--- config.mk ---
export PLATFORM = sky130hd
export DESIGN_NAME = matmul_stream_if
export DESIGN_NICKNAME = d
export VERILOG_FILES = /design/src/rtl/matmul_stream_if_pkg.sv /design/src/rtl/matmul_stream_if_out_ser.sv /design/src/rtl/matmul_stream_if.sv
export SDC_FILE = /design/constraint.sdc
export NUM_CORES = 1
export LEC_CHECK = 0
export BUFFER_PORTS_ARGS = -buffer_cell sky130_fd_sc_hd__buf_2
export CAP_MARGIN = 30
export CORE_MARGIN = 5
export CORE_UTILIZATION = 42
export CTS_CLUSTER_SIZE = 40
export DETAILED_ROUTE_END_ITERATION = 12
export MAX_ROUTING_LAYER = met4
export PLACE_DENSITY = 0.69
export SYNTH_ARGS = -nofsm -noshare
export SYNTH_HDL_FRONTEND = slang
export SYNTH_SLANG_ARGS = --single-unit
--- constraint.sdc ---
create_clock -name clk -period 1.85 [get_ports clk]
set_clock_uncertainty 0.15 [all_clocks]
set_input_delay 0.2775 -clock clk [delete_from_list [all_inputs] [get_ports clk]]
set_output_delay 0.2775 -clock clk [all_outputs]
set_load 0.01 [all_outputs]
--- src/rtl/matmul_stream_if_pkg.sv ---
// Shared definitions for the matmul streaming front/back end.
// Provides the FP16 word type, the default vector length, the
// controller state encoding and a pair of handy FP16 constants.
package vm_pkg;

    typedef logic [15:0] fp16_t;

    localparam int VM_N = 4;

    typedef enum logic [1:0] {
        S_FILL  = 2'd0,
        S_WAIT  = 2'd1,
        S_DRAIN = 2'd2
    } vm_state_t;

    localparam fp16_t FP16_ONE  = 16'h3C00;
    localparam fp16_t FP16_ZERO = 16'h0000;

endpackage

--- src/rtl/matmul_stream_if_out_ser.sv ---
// Result serialiser for the matmul stream interface.
// On 'load' it captures the parallel result vector and then presents it
// one word at a time on a valid/ready output, flagging the final word
// with out_last. 'done' marks the handshake of that final word.
// Ports:
//   clk, rst      clock and synchronous active-high reset
//   load          capture x_i and start a new output group
//   x_i           parallel result from the datapath
//   out_ready     downstream accepts a word
//   out_valid     a result word is on out_data
//   out_data      current result word
//   out_last      high while the N-th word is presented
//   done          final word is being transferred this cycle
module matmul_out_ser #(
    parameter int W = 16,
    parameter int N = 4
) (
    input  logic                clk,
    input  logic                rst,
    input  logic                load,
    input  logic [N-1:0][W-1:0] x_i,
    input  logic                out_ready,
    output logic                out_valid,
    output logic [W-1:0]        out_data,
    output logic                out_last,
    output logic                done
);

    localparam int IW = $clog2(N);

    logic [N-1:0][W-1:0] x_cap_r;
    logic [IW-1:0]       out_idx_r;
    logic                valid_r;
    logic                xfer_s;
    logic                last_s;

    // Handshake and last-word decode
    always_comb begin
        last_s = (out_idx_r == IW'(N-1));
        xfer_s = valid_r && out_ready;
    end

    // Capture register, output index and valid flag
    always_ff @(posedge clk) begin
        if (rst) begin
            x_cap_r   <= '0;
            out_idx_r <= '0;
            valid_r   <= 1'b0;
        end else if (load) begin
            x_cap_r   <= x_i;
            out_idx_r <= '0;
            valid_r   <= 1'b1;
        end else if (xfer_s) begin
            if (last_s) begin
                // Wrap to 0 so out_last drops together with out_valid.
                out_idx_r <= '0;
                valid_r   <= 1'b0;
            end else begin
                out_idx_r <= out_idx_r + IW'(1);
            end
        end
    end

    assign out_valid = valid_r;
    assign out_data  = x_cap_r[out_idx_r];
    assign out_last  = last_s;
    assign done      = xfer_s && last_s;

endmodule

--- src/rtl/matmul_stream_if.sv ---
// Streaming wrapper around the 4x4 FP16 matmul datapath.
// Serial FP16 words are assembled into the matrix (a_o, row-major) and
// the vertex (b_o). After the final vertex word the inputs are held for
// LATENCY cycles, the datapath result x_i is captured and re-emitted as
// N words on the output stream. Words pass bit-exact.
// Ports:
//   clk, rst                  clock, synchronous active-high reset
//   in_valid/in_ready/in_data input word stream, in_mat selects matrix
//   a_o, b_o                  parallel operands to the datapath
//   x_i                       parallel result from the datapath
//   out_valid/out_ready/out_data/out_last  result word stream
//   mat_loaded                sticky: a full matrix has been written
//   err                       one-cycle pulse when an input word is dropped
module matmul_stream_if
    import vm_pkg::*;
#(
    parameter int W       = 16,
    parameter int N       = VM_N,
    parameter int LATENCY = 4
) (
    input  logic                  clk,
    input  logic                  rst,
    input  logic                  in_valid,
    output logic                  in_ready,
    input  logic [W-1:0]          in_data,
    input  logic                  in_mat,
    output logic [N*N-1:0][W-1:0] a_o,
    output logic [N-1:0][W-1:0]   b_o,
    input  logic [N-1:0][W-1:0]   x_i,
    output logic                  out_valid,
    input  logic                  out_ready,
    output logic [W-1:0]          out_data,
    output logic                  out_last,
    output logic                  mat_loaded,
    output logic                  err
);

    localparam int MW = $clog2(N*N);
    localparam int VW = $clog2(N);
    localparam int CW = $clog2(LATENCY+1);

    vm_state_t             state_r;
    vm_state_t             state_s;
    logic [MW-1:0]         mat_idx_r;
    logic [VW-1:0]         vec_idx_r;
    logic [CW-1:0]         wait_cnt_r;
    logic [N*N-1:0][W-1:0] a_r;
    logic [N-1:0][W-1:0]   b_r;
    logic                  mat_loaded_r;
    logic                  err_r;

    logic                  in_xfer_s;
    logic                  mat_ok_s;
    logic                  vec_ok_s;
    logic                  drop_s;
    logic                  vec_last_s;
    logic                  cap_s;
    logic                  ser_done_s;

    // Input acceptance decode and capture timing
    always_comb begin
        in_xfer_s  = in_valid && (state_r == S_FILL);
        // Matrix words are only legal between vertices.
        mat_ok_s   = in_xfer_s && in_mat && (vec_idx_r == VW'(0));
        vec_ok_s   = in_xfer_s && !in_mat && mat_loaded_r;
        drop_s     = in_xfer_s && !mat_ok_s && !vec_ok_s;
        vec_last_s = vec_ok_s && (vec_idx_r == VW'(N-1));
        // wait_cnt is 0 on the first S_WAIT cycle, so LATENCY-1 here
        // lands the capture on edge LATENCY after the last b_o write.
        cap_s      = (state_r == S_WAIT) && (wait_cnt_r == CW'(LATENCY-1));
    end

    // Next-state logic
    always_comb begin
        state_s = state_r;
        case (state_r)
            S_FILL: begin
                if (vec_last_s) begin
                    state_s = S_WAIT;
                end else begin
                    state_s = S_FILL;
                end
            end
            S_WAIT: begin
                if (cap_s) begin
                    state_s = S_DRAIN;
                end else begin
                    state_s = S_WAIT;
                end
            end
            S_DRAIN: begin
                if (ser_done_s) begin
                    state_s = S_FILL;
                end else begin
                    state_s = S_DRAIN;
                end
            end
            default: state_s = S_FILL;
        endcase
    end

    // State register, operand assembly, counters and status flags
    always_ff @(posedge clk) begin
        if (rst) begin
            state_r      <= S_FILL;
            mat_idx_r    <= '0;
            vec_idx_r    <= '0;
            wait_cnt_r   <= '0;
            a_r          <= '0;
            b_r          <= '0;
            mat_loaded_r <= 1'b0;
            err_r        <= 1'b0;
        end else begin
            state_r <= state_s;
            err_r   <= drop_s;

            if (mat_ok_s) begin
                a_r[mat_idx_r] <= in_data;
                if (mat_idx_r == MW'(N*N-1)) begin
                    mat_idx_r    <= '0;
                    mat_loaded_r <= 1'b1;
                end else begin
                    mat_idx_r <= mat_idx_r + MW'(1);
                end
            end

            if (vec_ok_s) begin
                b_r[vec_idx_r] <= in_data;
                if (vec_last_s) begin
                    vec_idx_r  <= '0;
                    wait_cnt_r <= '0;
                end else begin
                    vec_idx_r <= vec_idx_r + VW'(1);
                end
            end

            if (state_r == S_WAIT) begin
                wait_cnt_r <= wait_cnt_r + CW'(1);
            end
        end
    end

    matmul_out_ser #(
        .W (W),
        .N (N)
    ) u_ser (
        .clk       (clk),
        .rst       (rst),
        .load      (cap_s),
        .x_i       (x_i),
        .out_ready (out_ready),
        .out_valid (out_valid),
        .out_data  (out_data),
        .out_last  (out_last),
        .done      (ser_done_s)
    );

    assign in_ready   = (state_r == S_FILL);
    assign a_o        = a_r;
    assign b_o        = b_r;
    assign mat_loaded = mat_loaded_r;
    assign err        = err_r;

endmodule

## Word level (Yosys, flattened, before mapping)

Index checks and enable logic that the tools add are counted.

| storage, ports and cells | value |
|---|---|
| logic and storage cells | 94 |
| bits in registers | 400 |
| bits of input ports | 85 |
| output and inout port bits | 341 |

| operators by class | value |
|---|---|
| $add $sub $neg | 4 |
| multiplexer cells | 21 |
| order comparisons | 5 |
| eq/ne operators | 6 |
| reduce and logical (&&, ||, !) cells | 26 |

Operators by type and width:

| operator | number |
|---|---|
| $bwmux 256 | 1 |
| $bwmux 64 | 1 |
| $demux 16 s4 | 1 |
| $mux 16 | 3 |
| $bmux 16 s2 | 1 |
| $demux 16 s2 | 1 |
| $logic_and 1x1->1 | 13 |
| $mux 3 | 3 |
| $mux 2 | 4 |
| $reduce_bool 2->1 | 4 |
| $eq 2x2->1 const B | 3 |
| $lt 2x3->1 const B | 2 |
| $pmux 2 s3 | 1 |
| $reduce_and 2->1 | 3 |
| $lt 4x5->1 const B | 1 |
| $add 2x1->2 const B | 2 |
| $add 4x1->4 const B | 1 |
| $eq 4x4->1 const B | 1 |
| $ge 4x1->1 const B | 1 |
| $logic_not 2->1 | 2 |
| $mux 1 | 4 |
| $mux 4 | 1 |
| $add 3x1->3 const B | 1 |
| $eq 3x2->1 const B | 1 |
| other kinds (4) | 6 |

## Depth between registers and ports, before layout

Gate-level depths: netlist of the first run.

| logic depth | value |
|---|---|
| word-level depth | 8 |
| mapped depth | 9 |
| mapped depth without buffers | 5 |

## By module

Synthesis of the first run repeated with hierarchy kept, for this count alone.

| unflattened totals | value |
|---|---|
| cell total of the unflattened synthesis | 1777 |
| area, all modules | 15890.2 um2 |

Modules (own cells, without submodules):

| module | cells an instance | area an instance (um2) | times used |
|---|---|---|---|
| matmul_stream_if | 1536 | 13067.5 | 1 |
| matmul_out_ser | 241 | 2822.7 | 1 |

## Worst setup path after synthesis of the first run

OpenSTA, ideal clock, no wires.

| timing path | value |
|---|---|
| kind | reg-to-reg |
| start point | register vec_idx_r[0] |
| end point | register a_r (netlist bit a_o[37]) |
| slack | -0.093 ns |
| path buffers | 4 |
| cell stages (with the launch flop) | 10 |
| arrival | 1.659 ns |
| data required time | 1.566 ns |
| setup time | 0.134 ns |
| cells stage by stage | dfxtp_1 > inv_1 > ha_1 > buf_2 > and4b_1 > buf_6 > and3_4 > buf_6 > buf_6 > mux2i_1 |

| between the ends | value |
|---|---|
| word-level cells in the longest chain between the ends | 2 |

RTL lines:

| item | RTL line | source |
|---|---|---|
| start, declared | matmul_stream_if.sv:45 | `logic [VW-1:0] vec_idx_r;` |
| start signal, assigned | matmul_stream_if.sv:133 | `vec_idx_r <= vec_idx_r + VW'(1);` |
| $logic_not 2->1 | matmul_stream_if.sv:64 | `mat_ok_s = in_xfer_s && in_mat && (vec_idx_r == VW'(0));` |
| $logic_and 1x1->1 | matmul_stream_if.sv:64 |  |
| end signal, assigned by index | matmul_stream_if.sv:118 | `a_r[mat_idx_r] <= in_data;` |
| end, declared | matmul_stream_if.sv:47 | `logic [N*N-1:0][W-1:0] a_r;` |

No other way between the ends.
A chain may end at the register's enable or synchronous reset.

## Final worst setup path of the first run

| timing path | value |
|---|---|
| start point | register u_ser.out_idx_r[1] |
| end point | output port out_data[11] |

| between the ends | value |
|---|---|
| word-level cells in the longest chain between the ends | 2 |

RTL lines:

| item | RTL line | source |
|---|---|---|
| start, declared | matmul_stream_if_out_ser.sv:32 | `logic [IW-1:0] out_idx_r;` |
| start signal, assigned | matmul_stream_if_out_ser.sv:59 | `out_idx_r <= out_idx_r + IW'(1);` |
| $bmux 16 s2 | matmul_stream_if_out_ser.sv:65 | `assign out_data = x_cap_r[out_idx_r];` |
| $mux 16 (implied by the code) | matmul_stream_if_out_ser.sv:65 |  |
| end, declared | matmul_stream_if.sv:32 | `output logic [W-1:0] out_data,` |

No other way between the ends. The select of a mux whose other input is x is not followed.

==> flow_metrics.py, run 1 <==
metrics = {
    "status": {
        "outcome": "complete, but fails checks",
        "violations": "negative setup slack",
    },
    "clock_network": {
        "clk_pin_slew_worst_paths_ns": 0.06,
        "cts.sinks": 400,
        "clk_latency_ns": 0.56,
        "htreeDepth": 2,
        "clock_path_buffers": 3,
        "cts_tree": "yes",
        "cts_root_buffer": "clkbuf_16",
        "numCtsBuffers": 43,
    },
    "hold_path": {
        "hold_path.class": "input pin to register",
    },
    "global_route": {
        "grt_pass1_vias": 14106,
        "grt_usage": 0.257,
        "grt_pass1_wl_um": 82600,
        "antenna_found_initial": 2,
        "grt_overflow": 0,
        "grt_max_degree": 65,
    },
    "sta": {
        "final-hold-violation-count": 0,
        "fmax_mhz": 451,
        "slew_violations": 0,
        "setup_violations": 17,
        "worst_pin_slew_ns": 0.468,
        "tns_ns": -5.58,
        "slew_headroom": 0.686,
        "rsz0062_at_grt": "true",
        "worst_slack_ns": -0.369,
        "period_share": 1.20,
        "min_period_ns": 2.22,
    },
    "critical_path": {
        "cp-start-kind": "register",
        "cp.required_ns": 1.42,
        "crit_fanout": 4,
        "path_class": "register to primary output",
        "crit_arrival_ns": 1.79,
        "cp-end-kind": "primary output",
    },
    "yosys": {
        "syn-instance-count": 1702,
        "synth_area_leaders": "dfxtp_1, mux2i_1, nand2_1",
        "ys_seq_area_frac": 0.512,
        "synth_fp_nets": 1798,
        "ys_seq_elements": 400,
        "yosys.area.top_type_share": 0.512,
        "synth_warnings": 0,
        "synth_area_mm2": 0.0156,
        "yosys_most_used_dff": "dfxtp_1",
        "async_flop_share": 0,
        "synth_cell_type_count": 50,
        "syn_avg_cell_area_um2": 9.19,
        "yosysTopAreaCell": "dfxtp_1",
        "synth_edf_count": 0,
    },
    "job": {
        "maxCapViolCount": 0,
    },
    "drt": {
        "vias": 14650,
        "ant_nets": 0,
        "drt_pass1_iterations": 6,
        "vias_per_cell": 5.48,
        "drc": 0,
        "wl_um": 54300,
        "drt-initial-drc-count": 1059,
        "wl_per_cell_um": 20.3,
    },
    "place": {
        "numPortBuffers": 425,
        "hpwl_um": 35300,
        "gp_congestion": 0.855,
    },
    "pwr": {
        "ir_drop_mv": 0.676,
        "swShare": 0.225,
        "p_comb_frac": 0.049,
        "internal_power_uw": 14200,
        "clkPwrFrac": 0.480,
        "p_sw_uw": 4140,
        "p_leak_uw": 0.00968,
        "power_density_mw_per_mm2": 867,
        "sequentialPowerShare": 0.471,
    },
    "die": {
        "rows": 70,
        "start_util": 0.426,
        "die_x_um": 203,
        "die-area_mm2": 0.0412,
        "coreArea_mm2": 0.0367,
        "die_height_um": 203,
        "ioPinCount": 426,
    },
    "layout": {
        "n_fill_cell": 3104,
        "syn_to_final_growth_pct": 35.6,
        "layout_common_cells": "buf_2, dfxtp_1, nand2_1",
        "nets": 2264,
        "drive_gt1_frac": 0.303,
        "final_common_cell": "buf_2",
        "final_util": 0.578,
    },
}
-- layout make-up --
type / count / area, um2 / area share
repair buffers: 608 / 4280 / 0.202
well taps: 468 / 586 / 0.0276
multi-input cells: 1107 / 6810 / 0.321
diodes: 2 / 5.00 / 0.000236
clock inverters: 16 / 184 / 0.00868
flip-flops and latches: 400 / 8020 / 0.378
inverters: 8 / 32.5 / 0.00153
clock buffers: 62 / 1280 / 0.0603
-- final timing paths --
kind                                                       to  slack [ns]  depth (start not counted)                            start
worst max register to register           a_o[50]$_SDFFE_PP0P_        0.03                          5            state_r[1]$_SDFF_PP0_
worst min-delay path                     a_o[40]$_SDFFE_PP0P_        0.01                          3                       in_data[8]
worst max-delay path                             out_data[11]       -0.37                          3  u_ser.out_idx_r[1]$_SDFFE_PP0P_
worst min register to register  u_ser.x_cap_r[5]$_SDFFE_PP0P_        0.30                          2    u_ser.x_cap_r[5]$_SDFFE_PP0P_
-- per-layer routing --
layer,global-route usage,vias to the layer above,share of wire
met5,-,-,0
met3,0.0495,108,0.081
met1,0.331,7024,0.41
li1,-,6812,-
met2,0.409,706,0.47
met4,0.0829,0,0.032
-- worst max-delay path, cell delays in order, from the launching register on --
cell and delay (ns):
dfxtp_4 0.41, clkbuf_16 0.17, mux4_2 0.52, buf_6 0.14
-- cells in the mapped netlist, types with 3 or more instances --
master     count
and2b_1        3
o21ai_1       11
nor3_1         5
inv_1          7
nor4_1        16
nand3_1      145
buf_2         45
nand4_1        4
nor2b_1        3
nand2_1      291
or4_1          3
nand2b_1      18
ha_1          11
a21oi_1      216
buf_6          9
a31o_2        17
dfxtp_1      400
buf_1          5
nor2_1         7
buf_4          6
nand3_4        5
mux4_2        16
o21ai_0      137
nand3b_1       5
clkbuf_1     121
nand4bb_1      3
mux2i_1      162
-- metrics by stage --
step                area (um2)  hold slack, ns  setup slack (ns)  total power (uW)  std cells
global route             21200          0.0353            -0.437             18900       2671
detailed placement       18600           0.295            -0.117              9590       2501
finish                   21200          0.0121            -0.369             18400       2671
floorplan                15700           0.263          0.000590              9210       1702
CTS                      21000         0.00469            -0.397             18500       2662
global placement         18600           0.289           -0.0927              9580       2501
-- cells by family (layout without fill, tap and decap cells) --
group,Yosys count,after routing,share of synthesized area
other,0,2,0
AND/OR/NAND/NOR,528,528,0.165
AO/OA/AOI/OAI,390,390,0.131
flip-flops,400,400,0.512
multiplexers,178,178,0.127
buffers and inverters,195,694,0.0563
adder cells (fa/ha/maj),11,11,0.00880
-- power groups by stage --
stage | clock network [uW] | registers, uW | logic, uW
after floorplan | 0 | 8860 | 347
after global placement | 0 | 8850 | 734
after detailed placement | 0 | 8850 | 742
after CTS | 8950 | 8660 | 875
after global routing | 9330 | 8650 | 948
final | 8820 | 8660 | 901
-- timing repair --
item,CTS,global route
gates resized for setup,32,28
cloned,1,2
endpoints found under the setup margin,83,166
hold buffers,80,0
setup buffers,2,5
pin swaps,1,2
endpoints found under the hold margin,159,0
-- registers in the layout, summed over array words and instances (netlist names) --
register,flops
a_o,256
b_o,64
u_ser.x_cap_r,64
mat_idx_r,4
wait_cnt_r,3
state_r,2
u_ser.out_idx_r,2
vec_idx_r,2
err,1
mat_loaded,1
u_ser.out_valid,1
Power figures use the tool's default switching activity.
==> run 2, diff against run 1 <==
- PLACE_DENSITY: 0.69 -> not set
- PLACE_DENSITY_LB_ADDON: not set -> 0.3
==> run 2 against run 1 <==
Compared with the run above:
- the run still ends with negative setup slack left
- power grew 0.16%
- non-clock buffer count is 6 higher
- first-iteration DRC count increased by 6.7%
- critical path depth did not move
- hold slack better by 0.030 ns
- fmax shrank 0.31%
- register-to-register slack got worse by 0.09 ns
- via count rose by 1.1%
- sequential cell count unchanged
- clock power hardly changed
- core utilization is 0.23 points higher
- final cell count up 0.22%
- largest cell class unchanged
==> flow_metrics.py, run 2 (same netlist as run 1, synthesis figures left out) <==
metrics = {
    "status": {
        "outcome": "complete, but fails checks",
        "violations": "negative setup slack",
    },
    "layout": {
        "n_fill_cell": 3136,
        "nets": 2270,
        "final_util": 0.580,
        "final_cells": 2677,
        "syn_to_final_growth_pct": 36.1,
        "multiInputGateArea_mm2": 0.00682,
        "seqCellArea_mm2": 0.00802,
        "largest_reg_flops": 256,
        "final_common_cell": "buf_2",
        "fin_area_mm2": 0.0213,
        "drive_gt1_frac": 0.303,
        "layout_common_cells": "buf_2, dfxtp_1, nand2_1",
    },
    "clock_network": {
        "cts_root_buffer": "clkbuf_16",
        "cts_tree": "yes",
        "clk_pin_slew_worst_paths_ns": 0.06,
        "cts.sinks": 400,
        "clk_latency_ns": 0.56,
        "htreeDepth": 2,
        "clock_path_buffers": 3,
        "numCtsBuffers": 43,
    },
    "global_route": {
        "antenna_found_initial": 5,
        "grt_pass1_vias": 14344,
        "grt_pass1_wl_um": 83100,
        "grt_max_degree": 69,
        "grt_overflow": 0,
        "grt_usage": 0.259,
    },
    "place": {
        "numPortBuffers": 425,
        "hpwl_um": 34900,
        "place_ws_ns": -0.0453,
        "dpl_cell_area_mm2": 0.0185,
        "dp.cells": 2498,
        "gp_congestion": 0.850,
    },
    "sta": {
        "min_period_ns": 2.23,
        "fmax_mhz": 449,
        "period_share": 1.20,
        "worst_slack_ns": -0.376,
        "rsz0062_at_grt": "true",
        "slew_headroom": 0.605,
        "slew_violations": 0,
        "setup_violations": 18,
        "worst_pin_slew_ns": 0.592,
        "final-hold-violation-count": 0,
    },
    "die": {
        "coreArea_mm2": 0.0367,
        "rows": 70,
        "start_util": 0.426,
        "die_height_um": 203,
        "ioPinCount": 426,
        "die-area_mm2": 0.0412,
        "die_x_um": 203,
    },
    "hold_path": {
        "hold_path.class": "input pin to register",
        "holdPathStages": 4,
        "hold-path-endpoint": "a_o[20]$_SDFFE_PP0P_",
        "hold_start": "in_data[4]",
    },
    "job": {
        "maxCapViolCount": 0,
    },
    "pwr": {
        "p_leak_uw": 0.00971,
        "power_uw": 18400,
        "ir_drop_mv": 0.587,
        "power_density_mw_per_mm2": 865,
    },
    "critical_path": {
        "cp-end-kind": "primary output",
        "crit_arrival_ns": 1.80,
        "r2r_slack_ns": -0.06,
        "path_class": "register to primary output",
        "r2r-start": "vec_idx_r[0]$_SDFFE_PP0P_",
        "crit_fanout": 4,
        "cp-start-kind": "register",
        "rr_endpoint": "a_o[191]$_SDFFE_PP0P_",
        "worstRegToRegCells": 8,
        "cp.required_ns": 1.42,
    },
    "drt": {
        "wl_um": 56000,
        "wl_per_cell_um": 20.9,
        "drc": 0,
        "ant_nets": 0,
        "vias_per_cell": 5.53,
        "vias": 14812,
        "drt-initial-drc-count": 1130,
        "drt_pass1_iterations": 6,
    },
}
[run 2: cell type report]
type | instances | share of cell area
Sequential cell | 400 | 0.377
Multi-Input combinational cell | 1107 | 0.321
Timing Repair Buffer | 614 | 0.205
Clock buffer | 63 | 0.0599
Tap cell | 468 | 0.0275
Clock inverter | 11 | 0.00788
Inverter | 8 | 0.00153
Antenna cell | 6 | 0.000706
[run 2: where the power goes]
group          total [uW]  switching [uW]  internal (uW)
sequential           8660            15.7           8640
combinational         907             557            350
clock                8840            3520           5320
[run 2: timing repair]
item	in CTS	in global routing
pin swaps	1	3
endpoints found under the setup margin	33	147
gates resized for setup	27	47
setup buffers	6	7
endpoints found under the hold margin	145	0
gates cloned	1	7
hold buffers	78	0
[run 2: metal layers]
layer | part of all wire | GRT usage | wire (um)
met4 | 0.041 | 0.102 | 2310
met2 | 0.48 | 0.416 | 26600
met3 | 0.083 | 0.0521 | 4630
met1 | 0.40 | 0.321 | 22400
met5 | 0 | - | 0
[run 2: per-stage QoR]
| stage | hold WS [ns] | TNS (ns) |
|---|---|---|
| 2_1_floorplan | 0.263 | 0 |
| 5_1_grt | 0.0289 | -7.05 |
| 3_3_place_gp | 0.289 | 0 |
| 6_report | 0.0426 | -5.68 |
| 3_5_place_dp | 0.293 | -0.417 |
| 4_1_cts | 0.00372 | -6.41 |
[run 2: worst max-delay path, cell delays in order, from the launching register on]
cell,delay [ns]
dfxtp_4,0.40
clkbuf_16,0.17
mux4_2,0.53
buf_6,0.14
[run 2: how the worst max path moves through the flow]
stage / to / start / cells after the start / slack (ns)
final: out_data[14] / u_ser.out_idx_r[1]$_SDFFE_PP0P_ / 3 / -0.38
after detailed placement: b_o[61]$_SDFFE_PP0P_ / in_valid / 5 / -0.05
after floorplan: a_o[37]$_SDFFE_PP0P_ / vec_idx_r[0]$_SDFFE_PP0P_ / 9 / 0.0006
after global placement: b_o[54]$_SDFFE_PP0P_ / in_valid / 5 / 0.00002
after global routing: out_data[14] / u_ser.out_idx_r[1]$_SDFFE_PP0P_ / 3 / -0.43
after CTS: out_data[4] / u_ser.out_idx_r[1]$_SDFFE_PP0P_ / 3 / -0.43
